## config.mk

```make
export PLATFORM = sky130hd
export DESIGN_NAME = expr_vector_sequencer
export DESIGN_NICKNAME = d
export VERILOG_FILES = /design/src/rtl/expr_vector_sequencer.sv
export SDC_FILE = /design/constraint.sdc
export NUM_CORES = 1
export LEC_CHECK = 0
export ABC_CLOCK_PERIOD_IN_PS = 4700
export CAP_MARGIN = 40
export CORE_ASPECT_RATIO = 1.25
export CORE_MARGIN = 4
export CORE_UTILIZATION = 48
export DETAILED_ROUTE_END_ITERATION = 10
export PLACE_DENSITY = 0.87
export SYNTH_ARGS = -nofsm -noshare
export SYNTH_HDL_FRONTEND = slang
export SYNTH_SLANG_ARGS = --single-unit
export TNS_END_PERCENT = 1
```

## constraint.sdc

```tcl
create_clock -name clk -period 4.7 [get_ports clk]
set_input_delay 0.705 -clock clk [delete_from_list [all_inputs] [get_ports clk]]
set_output_delay 0.705 -clock clk [all_outputs]
set_load 0.02 [all_outputs]
```

## src/rtl/expr_vector_sequencer.sv

```systemverilog
// Drives LFSR-generated operand vectors into a combinational expression block,
// folds each result into a 32-bit MISR and compares the final signature.
module expr_vector_sequencer #(
  parameter int SETTLE_MAX = 3
) (
  input  logic        clk,
  input  logic        rst_n,
  input  logic        start,
  input  logic        abort,
  input  logic [15:0] vec_count,
  input  logic [63:0] seed,
  input  logic [1:0]  settle,
  input  logic [31:0] golden_sig,
  input  logic [89:0] y_in,
  output logic [59:0] op_bus,
  output logic        busy,
  output logic        done,
  output logic [31:0] signature,
  output logic        sig_valid,
  output logic        pass,
  output logic [15:0] vec_idx
);

  typedef enum logic [2:0] {IDLE, DRIVE, SETTLE, CAPTURE, DONE} state_t;

  localparam logic [1:0] SMAX = SETTLE_MAX[1:0];

  state_t      state, state_nx;
  logic [63:0] lfsr, lfsr_nx;
  logic [31:0] misr, misr_nx, y_fold;
  logic [15:0] cnt_q, idx, idx_inc;
  logic [1:0]  settle_q, settle_in, scnt;
  logic        sv;

  assign settle_in = (settle > SMAX) ? SMAX : settle;
  assign y_fold    = y_in[31:0] ^ y_in[63:32] ^ {6'b0, y_in[89:64]};
  assign misr_nx   = {misr[30:0], misr[31] ^ misr[21] ^ misr[1] ^ misr[0]} ^ y_fold;
  assign lfsr_nx   = {lfsr[62:0], lfsr[63] ^ lfsr[62] ^ lfsr[60] ^ lfsr[59]};
  assign idx_inc   = idx + 16'd1;

  always_comb begin
    state_nx = state;
    busy     = 1'b0;
    done     = 1'b0;
    op_bus   = '0;
    unique case (state)
      IDLE:    if (start) state_nx = (vec_count == 16'd0) ? DONE : DRIVE;
      DRIVE: begin
        busy     = 1'b1;
        op_bus   = lfsr[59:0];
        state_nx = abort ? IDLE : ((settle_q != 2'd0) ? SETTLE : CAPTURE);
      end
      SETTLE: begin
        busy   = 1'b1;
        op_bus = lfsr[59:0];
        if (abort)              state_nx = IDLE;
        else if (scnt == 2'd0)  state_nx = CAPTURE;
      end
      CAPTURE: begin
        busy     = 1'b1;
        op_bus   = lfsr[59:0];
        state_nx = abort ? IDLE : ((idx_inc == cnt_q) ? DONE : DRIVE);
      end
      DONE: begin
        done     = 1'b1;
        state_nx = IDLE;
      end
      default: state_nx = IDLE;
    endcase
  end

  // The LFSR only moves at the end of CAPTURE, so op_bus stays put for the
  // whole DRIVE/SETTLE/CAPTURE window of a vector.
  always_ff @(posedge clk or negedge rst_n) begin
    if (!rst_n) begin
      state    <= IDLE;
      lfsr     <= 64'h1;
      misr     <= 32'hFFFF_FFFF;
      cnt_q    <= '0;
      idx      <= '0;
      settle_q <= '0;
      scnt     <= '0;
      sv       <= 1'b0;
    end else begin
      state <= state_nx;
      unique case (state)
        IDLE: if (start) begin
          cnt_q    <= vec_count;
          settle_q <= settle_in;
          lfsr     <= (seed == 64'd0) ? 64'h1 : seed;
          misr     <= 32'hFFFF_FFFF;
          idx      <= '0;
          sv       <= 1'b0;
        end
        DRIVE:   scnt <= settle_q - 2'd1;
        SETTLE:  scnt <= scnt - 2'd1;
        CAPTURE: if (!abort) begin
          misr <= misr_nx;
          lfsr <= lfsr_nx;
          idx  <= idx_inc;
        end
        DONE:    sv <= 1'b1;
        default: ;
      endcase
      if (abort && busy) sv <= 1'b0;
    end
  end

  assign signature = misr;
  assign sig_valid = sv;
  assign pass      = sv && (misr == golden_sig);
  assign vec_idx   = idx;

endmodule

```

=== Word level (Yosys, flattened, before mapping) ===
Cells that the tools add are included.
W data, S select, Z words.

* Add/sub/neg operators: 3
* Order comparisons: 1
* Eq/ne operators: 10
* Multiplexer cells: 27
* Bitwise gates (word level): 9
* Reduce and logical (&&, ||, !) cells: 15

{| class="wikitable"
|+ Operator list
! cell !! number
|-
| $mux W64 || 3
|-
| $pmux W64 S2 || 1
|-
| $logic_not A64 Y1 || 1
|-
| $mux W32 || 2
|-
| $pmux W32 S2 || 1
|-
| $xor A32 B32 Y32 || 2
|-
| $mux W60 || 1
|-
| $eq A32 B32 Y1 || 1
|-
| $mux W16 || 2
|-
| $pmux W16 S2 || 1
|-
| $xor A32 B26 Y32 || 1
|-
| $mux W3 || 6
|-
| $add A16 B1 Y16 const B || 1
|-
| $eq A16 B16 Y1 || 1
|-
| $logic_not A16 Y1 || 1
|-
| $pmux W3 S4 || 1
|-
| $eq A3 B2 Y1 const B || 2
|-
| $ne A3 B3 Y1 const B || 2
|-
| $reduce_and A2 Y1 || 3
|-
| $reduce_bool A2 Y1 || 3
|-
| $xor A1 B1 Y1 || 6
|-
| $mux W1 || 5
|-
| $mux W2 || 2
|-
| $ne A2 B2 Y1 const B || 2
|-
| other kinds (12) || 14
|}

* Register bits after elaboration: 136
* Bits of input ports: 208
* Output and inout bits: 112
* Word-level logic and storage cells: 73

=== Logic depth before layout (Yosys ltp) ===
Gate-level depths: netlist of run 1.

* Depth in word-level cells: 6
* Gate-level depth with buffers: 8

=== Least setup slack after synthesis of run 1 ===
Ideal clock, no wire load.

* Path kind: input -> output
* Start point: input golden_sig[5]
* End point: output pass
* Arrival time: 2027 ps
* Required time: 3995 ps
* Slack: 1968 ps
* Cell stages on the path: 5
* Buffers on the path: 0
* Cells stage by stage: xnor2_1 -> nand4_1 -> nor4_1 -> nand4_1 -> nor4_1

* Longest elaborated chain between the ends: 2

{| class="wikitable"
|+ RTL lines
! what !! RTL line !! RTL
|-
| from (decl) || 13 || <nowiki>input logic [31:0] golden_sig,</nowiki>
|-
| $eq A32 B32 Y1 || 111 || <nowiki>assign pass = sv && (misr == golden_sig);</nowiki>
|-
| $logic_and A1 B1 Y1 || 111 ||
|-
| to (decl) || 20 || <nowiki>output logic pass,</nowiki>
|}

Every way passes these cells.

=== Worst setup path in the final report of run 1 ===
* Start point: input golden_sig[24]
* End point: output pass

Same word-level chain as after synthesis.

==> results of run 1 <==
-- flip-flops by register name, indices dropped and copies added (netlist names) --
name / count
vec_idx: 16
settle_q: 2
sig_valid: 1
scnt: 2
lfsr: 64
state: 3
signature: 32
cnt_q: 16
-- synth_stat cells, types with 2 or more instances --
cell	instances	share of area
mux2_2	18	0.025
and3_1	4	0.0031
clkbuf_1	34	0.016
dfstp_2	33	0.11
o21ai_0	86	0.053
o21ai_1	5	0.0031
and2_1	61	0.047
buf_1	5	0.0023
xnor2_1	131	0.14
nand3b_1	4	0.0037
nand2_1	89	0.041
nor4_1	26	0.020
inv_1	2	0.00092
nor4_4	2	0.0052
nor3_1	3	0.0018
a21oi_1	39	0.024
dfrtp_1	103	0.32
nand2b_1	4	0.0031
nand3_1	11	0.0068
nor4b_1	2	0.0022
a31oi_1	3	0.0023
mux2i_1	66	0.081
xor2_1	21	0.023
nor2_1	51	0.024
or3_1	2	0.0015
o31ai_1	4	0.0037
buf_2	9	0.0055
nand4_1	16	0.012
-- path summary, 6_finish.rpt --
path / start / end / slack [ns] / cells past startpoint
min in group clk: lfsr[61]$_DFFE_PN0P_ / lfsr[61]$_DFFE_PN0P_ / 0.50 / 2
min: rst_n / cnt_q[2]$_DFFE_PN0P_ / 0.28 / 2
min reg2reg: lfsr[61]$_DFFE_PN0P_ / lfsr[61]$_DFFE_PN0P_ / 0.50 / 2
max in group asynchronous: rst_n / lfsr[0]$_DFFE_PN1P_ / 3.66 / 3
max: golden_sig[24] / pass / 0.93 / 6
max reg2reg: vec_idx[0]$_DFFE_PN0P_ / state[0]$_DFFE_PN0P_ / 2.06 / 8
-- kinds of logic after synthesis --
| group | count (synthesis) |
|---|---|
| compound gates | 147 |
| xor+xnor | 152 |
| fa+ha+maj | 1 |
| buf+inv | 50 |
| flops | 136 |
| mux | 84 |
| simple gates | 284 |
-- worst max-delay path, stage by stage --
cell	delay, ns
clkdlybuf4s50_1	0.42
xor2_1	0.16
nor4_1	0.57
nand4_1	0.16
nor4_1	0.39
clkdlybuf4s50_1	0.67
-- stage by stage --
| step | area [um2] | cells |
|---|---|---|
| global route | 12200 | 1384 |
| CTS | 12200 | 1382 |
| global placement | 11500 | 1348 |
| detailed placement | 11600 | 1351 |
| finish | 12200 | 1386 |
| floorplan | 8130 | 854 |
-- layout make-up --
| cell class | count | area [um2] |
|---|---|---|
| diodes | 4 | 10.0 |
| clock buffers | 23 | 488 |
| flip-flops and latches | 136 | 3440 |
| repair buffers | 329 | 3340 |
| fillers | 1171 | 4230 |
| clock inverters | 8 | 95.1 |
| well taps | 216 | 270 |
| inverters | 2 | 7.51 |
| multi-input cells | 668 | 4510 |
-- report_power, final --
group | internal (mW) | total (mW) | switching [mW]
combinational | 1.70 | 3.40 | 1.70
sequential | 1.76 | 2.30 | 0.542
clock | 0.830 | 1.31 | 0.485
total | 4.29 | 7.01 | 2.73
-- layer usage --
layer,vias up,global-route usage,part of all wire
met5,-,0,0.00048
li1,3545,-,-
met4,2,0.107,0.029
met3,49,0.0869,0.079
met1,3593,0.319,0.38
met2,331,0.492,0.51
==> impl_metrics.json, run 1 <==
{
  "start_util": 0.496,
  "slew_viol_final": 0,
  "outcome": "finished clean",
  "required_ns": 3.99,
  "path_clk_slew_ns": 0.05,
  "antenna_left": 0,
  "ios": 320,
  "drt_pass1_iterations": 4,
  "drc_errors": 0,
  "synth_nets": 1063,
  "power_mw": 7.01,
  "tns_ns": 0,
  "synth_top_flop_cell": "dfrtp_1",
  "avgSynthCellArea_um2": 9.51,
  "wl_mm": 27.1,
  "synth_seq_cells": 136,
  "post_cts_buffers": 0,
  "num-nets-final": 1363,
  "vias": 7520,
  "synth_cell_types": 48,
  "avgViaCountPerCell": 5.43,
  "rsz0062_at_grt": "false",
  "async_flop_share": 1.00,
  "critPathArrivalTime_ns": 3.07,
  "drt_iter0_markers": 429,
  "worstSetupPathType": "in2out",
  "layout-area-overhead-vs-synth_pct": 49.8,
  "maxCapViolations": 0,
  "cts_hold_buf": 0,
  "synth_fa_ha_area_frac": 0.00154,
  "post_cts_resized": 0,
  "fp.coreArea_mm2": 0.0164,
  "track_usage": 0.280,
  "worst_slack_ns": 0.929,
  "ys.warnings.count": 0,
  "antenna_found_initial": 3,
  "start_kind": "input pin",
  "whs_ns": 0.281,
  "min_period_over_period": 0.802,
  "wl_per_cell_um": 19.6,
  "core.rowCount": 52,
  "grt_pass1_vias": 7910,
  "layout_commonest_cell": "clkdlybuf4s50_1",
  "cts.sinks": 136,
  "powerDensity_mw_per_mm2": 576,
  "min_path_type": "in2async",
  "fp.dieW_um": 124,
  "synth_edf_count": 0,
  "grt_pass1_wl_mm": 42.9,
  "drive_above_1_share": 0.0883,
  "clk_latency_ns": 0.42,
  "ctsLongestPathBuffers": 2,
  "muxShareOfSynthArea": 0.106,
  "gr-total-overflow": 0,
  "finalSetupViolCount": 0,
  "numCtsBuffers": 17,
  "synth-compound-area-share": 0.0970,
  "synth_top_family_by_area": "simple AND/OR/NAND/NOR gates",
  "die-area_mm2": 0.0191,
  "slew-limit-headroom": 0.555,
  "synth-xor-area-share": 0.164,
  "end_kind": "output pin",
  "yosys.area_share.simple": 0.183,
  "finalHoldViolCount": 0,
  "syn_area_mm2": 0.00813,
  "htree_levels": 4,
  "ys_seq_area_frac": 0.424,
  "ir_worst_vdd_uv": 356,
  "post-route-util": 0.742,
  "crit_fanout": 1,
  "mostFrequentLayoutCells": "318 x clkdlybuf4s50_1, 131 x xnor2_1, 103 x dfrtp_1",
  "fin_skew_ns": 0.00996,
  "cts_tree": "done",
  "tightest_slew_ns": 0.666,
  "gp_congestion": 0.971,
  "syn_inst": 854,
  "p_leak_nw": 5.10,
  "hpwl_mm": 20.6,
  "die_height_um": 153,
  "fin_crit_ns": 3.77,
  "timing.fmax_mhz": 265,
  "grt_max_degree": 142,
  "cts-root-buf": "clkbuf_16",
  "post-place-ws_ns": 0.895,
  "port_buffers": 319
}
Note: power is estimated with default switching activity, not from simulation.
==> run 2: changes to the inputs <==
ABC_CLOCK_PERIOD_IN_PS = 3600   (was 4700)
CORE_UTILIZATION = 45   (was 48)
PLACE_DENSITY = 0.82   (was 0.87)
clock period = 3.6 ns   (was 4.7 ns; I/O delays follow)
==> run 2 against run 1 <==
Against the previous run:
- final cell count up 0.58%
- core utilization fell by 4.8 points
- global-route usage down 2.3 points
- largest power group unchanged
- combinational power grew 30%
- die area increased by 6.3%
- critical endpoint unchanged
- register-to-register slack got worse by 1.1 ns
- critical path type unchanged
- sequential share of layout area is essentially flat
==> impl_metrics.json, run 2 (synthesis gave the netlist of run 1 again) <==
{
  "worstSetupPathType": "in2out",
  "tightest_slew_ns": 0.576,
  "post-place-ws_ns": 0.336,
  "crit_path_start": "golden_sig[21]",
  "required_ns": 3.06,
  "finalSetupViolCount": 0,
  "tns_ns": 0,
  "fin_skew_ns": 0.0108,
  "die_height_um": 158,
  "maxCapViolations": 0,
  "mostFrequentLayoutCells": "318 x clkdlybuf4s50_1, 131 x xnor2_1, 103 x dfrtp_1",
  "fp.dieW_um": 128,
  "grt_max_degree": 142,
  "die-area_mm2": 0.0203,
  "final_cells": 1394,
  "hpwl_mm": 20.5,
  "fillers": 1382,
  "avgViaCountPerCell": 5.28,
  "reg2reg_from": "vec_idx[0]$_DFFE_PN0P_",
  "num-nets-final": 1364,
  "ir_worst_vdd_uv": 470,
  "grt_pass1_wl_mm": 40.7,
  "rsz0062_at_grt": "false",
  "largest_reg_flops": 64,
  "powerDensity_mw_per_mm2": 759,
  "post_cts_resized": 0,
  "largest-register": "lfsr",
  "htree_levels": 4,
  "antenna_found_initial": 3,
  "layout_commonest_cell": "clkdlybuf4s50_1",
  "cts_tree": "done",
  "drive_above_1_share": 0.0916,
  "fp.coreArea_mm2": 0.0176,
  "min_path_type": "in2async",
  "numCtsBuffers": 17,
  "slew_viol_final": 0,
  "gp_congestion": 0.814,
  "start_kind": "input pin",
  "post_cts_buffers": 0,
  "slew-limit-headroom": 0.616,
  "grt_pass1_vias": 7597,
  "timing.fmax_mhz": 308,
  "dp_cells": 1360,
  "power_mw": 9.25,
  "ctsLongestPathBuffers": 2,
  "port_buffers": 319,
  "min_period_over_period": 0.902,
  "drc_errors": 0,
  "cts.sinks": 136,
  "cts_hold_buf": 0,
  "drt_iter0_markers": 330,
  "crit_fanout": 1,
  "outcome": "finished clean",
  "layout-area-overhead-vs-synth_pct": 50.0,
  "vias": 7363,
  "p_leak_nw": 5.10,
  "clk_latency_ns": 0.42,
  "start_util": 0.463,
  "ios": 320,
  "finalHoldViolCount": 0,
  "worst_slack_ns": 0.354,
  "fin_crit_ns": 3.25,
  "cts-root-buf": "clkbuf_16",
  "wl_per_cell_um": 19.2,
  "antenna_left": 0,
  "gr-total-overflow": 0,
  "drt_pass1_iterations": 4,
  "path_clk_slew_ns": 0.06,
  "end_kind": "output pin",
  "wl_mm": 26.7,
  "core.rowCount": 54,
  "track_usage": 0.258,
  "critPathArrivalTime_ns": 2.71
}
## run 2: cell type report
cell class | count | area (um2) | area share
clock inverters | 14 | 185 | 0.0152
repair buffers | 330 | 3320 | 0.273
inverters | 2 | 7.51 | 0.000616
multi-input cells | 668 | 4510 | 0.370
clock buffers | 18 | 439 | 0.0360
flip-flops and latches | 136 | 3440 | 0.283
well taps | 224 | 280 | 0.0230
diodes | 2 | 5.00 | 0.000411
## run 2: path summary, 6_finish.rpt
kind / end / slack [ns] / cells past startpoint
worst max-delay path: pass / 0.35 / 7
worst min-delay path: vec_idx[4]$_DFFE_PN0P_ / 0.09 / 1
worst max register to register: state[0]$_DFFE_PN0P_ / 0.96 / 8
worst min register to register: lfsr[61]$_DFFE_PN0P_ / 0.49 / 2
max in group asynchronous: signature[14]$_DFFE_PN1P_ / 2.79 / 2
min in group clk: lfsr[61]$_DFFE_PN0P_ / 0.49 / 2
## run 2: stage by stage
stage / utilization / area [um2] / hold WS [ns]
after CTS: 0.694 / 12200 / 0.0951
after floorplan: - / 8130 / 0.244
after global placement: 0.655 / 11500 / 0.466
after global routing: 0.694 / 12200 / 0.122
final: 0.694 / 12200 / 0.0861
after detailed placement: 0.658 / 11600 / 0.482
## run 2: power breakdown
part	internal (mW)	switching (mW)	leakage (nW)
clock	1.13	0.719	0.297
sequential	2.29	0.699	1.64
combinational	2.22	2.20	3.16
## run 2: metal layers
metal  up-vias  GRT usage  wire [um]
li1       3541          -          -
met1      3471      0.289      10000
met2       301      0.445      13300
met3        48     0.0854       2390
met4         2      0.113        958
met5         -          0         12
## run 2: worst max-delay path, stage by stage
cell	delay, ns
clkdlybuf4s50_1	0.46
xnor2_1	0.26
nand4_1	0.12
nor4_1	0.27
nand4_1	0.13
nor4_1	0.28
clkdlybuf4s50_1	0.64
==> patch (config.mk and constraints of run 2) <==
Re-encode `state_t` (5 states) as one-hot, 5 bits wide.
--- a/src/rtl/expr_vector_sequencer.sv
+++ b/src/rtl/expr_vector_sequencer.sv
@@ -22,5 +22,5 @@
 );
 
-  typedef enum logic [2:0] {IDLE, DRIVE, SETTLE, CAPTURE, DONE} state_t;
+  typedef enum logic [4:0] {IDLE = 5'b00001, DRIVE = 5'b00010, SETTLE = 5'b00100, CAPTURE = 5'b01000, DONE = 5'b10000} state_t;
 
   localparam logic [1:0] SMAX = SETTLE_MAX[1:0];
Behaviour: same outputs for any inputs over 4 cycles, from zero or initial values and one cycle with rst_n low; so few cycles prove little.
==> patch against run 2 <==
Maximum frequency decreased by 0.42%; first-iteration DRC count grew 49%; design area rose by 0.78%; global-route usage up 0.24 points; via count grew 10%; cell count rose by 5.9%; register-to-register slack improved by 0.09 ns; the run now ends with negative hold slack left; routed wire length grew 3.7%; area after synthesis increased by 2.8%; sequential cell count rose by 2; synthesized cell count increased by 11%; worst setup slack worse by 0.014 ns.
Power is not compared: it rests on default switching activity, and its combinational part moved more than twofold at a synthesized area within 25%.
==> patch: results (changes against run 2) <==
| Metric | Value |
|---|---|
| Status | finished with violations (was completed) |
| Violated checks | negative hold slack |
| Core area | 18170 sq um (was 17570 sq um) |
| GRT Util Overall | 0.2599 (was 0.2575) |
| First-pass GRT wire length | 42.84 mm (was 40.74 mm) |
| Mapped Avg Cell Area | 8.790 sq um (was 9.514 sq um) |
| R2R depth | 7 (was 8) |
| M2 GR Usage | 0.4528 (was 0.4452) |
| Largest net degree at the start of global routing | 106 (was 142) |
| WHS | -0.002995 ns (was 0.08611 ns) |
| R2r setup slk | 1.05 ns (was 0.96 ns) |
| Seq/Total Area, Yosys | 0.4186 (was 0.4239) |
| Max Used Layer | met4 (was met5) |
| Met3 usage | 0.07252 (was 0.08539) |
| Met3 routed wirelength | 2.257 mm (was 2.392 mm) |
| Synth unique cells | 54 (was 48) |
| Critical-path maximum fanout | 56 (was 1) |
| Final Hold Violating Endpoints | 3 (was 0) |
| Compound-gate portion of the synthesized area | 0.1215 (was 0.09701) |
| Synth cell count leaders | nand2_1 (146), nor2_1 (107), dfrtp_1 (104), a31oi_1 (99), xor2_1 (86) (was xnor2_1 (131), dfrtp_1 (103), nand2_1 (89), o21ai_0 (86), mux2i_1 (66)) |
| HPWL after DPL | 20.77 mm (was 20.47 mm) |
| Total iterations of the first detailed-routing run | 5 (was 4) |
| Post-route cell area | 12280 sq um (was 12190 sq um) |
| Worst EP arrival | 2.72 ns (was 2.71 ns) |
| Top cells by area, synth | dfrtp_1 (31%), dfstp_2 (11%), xor2_1 (9.0%) (was dfrtp_1 (32%), xnor2_1 (14%), dfstp_2 (11%)) |
| Detailed-route via count | 8135 (was 7363) |
| Worst-margin pin slew | 0.6601 ns (was 0.5759 ns) |
| XOR/XNOR Fraction of Synth Area | 0.1569 (was 0.1638) |
| Placed cells | 1444 (was 1360) |
| FF-to-FF End | state[4] (was state[0]) |
| Routability cong. | 0.9043 (was 0.8135) |
-- patch: cell count changes after synthesis, sizes merged, moves of 6 or more --
cell,run 2,this run
a21oi,39,15
a31oi,3,99
buf,14,34
mux2i,66,2
nand2,89,146
nor2,51,108
nor3,4,10
o21ai,91,23
xnor2,131,61
xor2,21,86
-- patch: worst max path at each step --
stage	from	to	slack [ns]	cells after the start
final	state[2]	op_bus[2]	0.34	6
after global routing	state[2]	op_bus[36]	0.18	6
after global placement	golden_sig[28]	pass	0.54	6
after detailed placement	golden_sig[28]	pass	0.51	6
after CTS	state[2]	op_bus[2]	0.35	6
after floorplan	state[1]	op_bus[52]	1.19	5
-- patch: layout make-up --
type / count / area, sq um / area share
clock buffers: 19 / 442.9 / 0.03606
clock inverters: 13 / 127.6 / 0.01039
inverters: 7 / 26.28 / 0.002139
multi-input cells: 740 / 4544 / 0.3699
flip-flops and latches: 138 / 3496 / 0.2846
well taps: 228 / 285.3 / 0.02322
repair buffers: 331 / 3362 / 0.2737
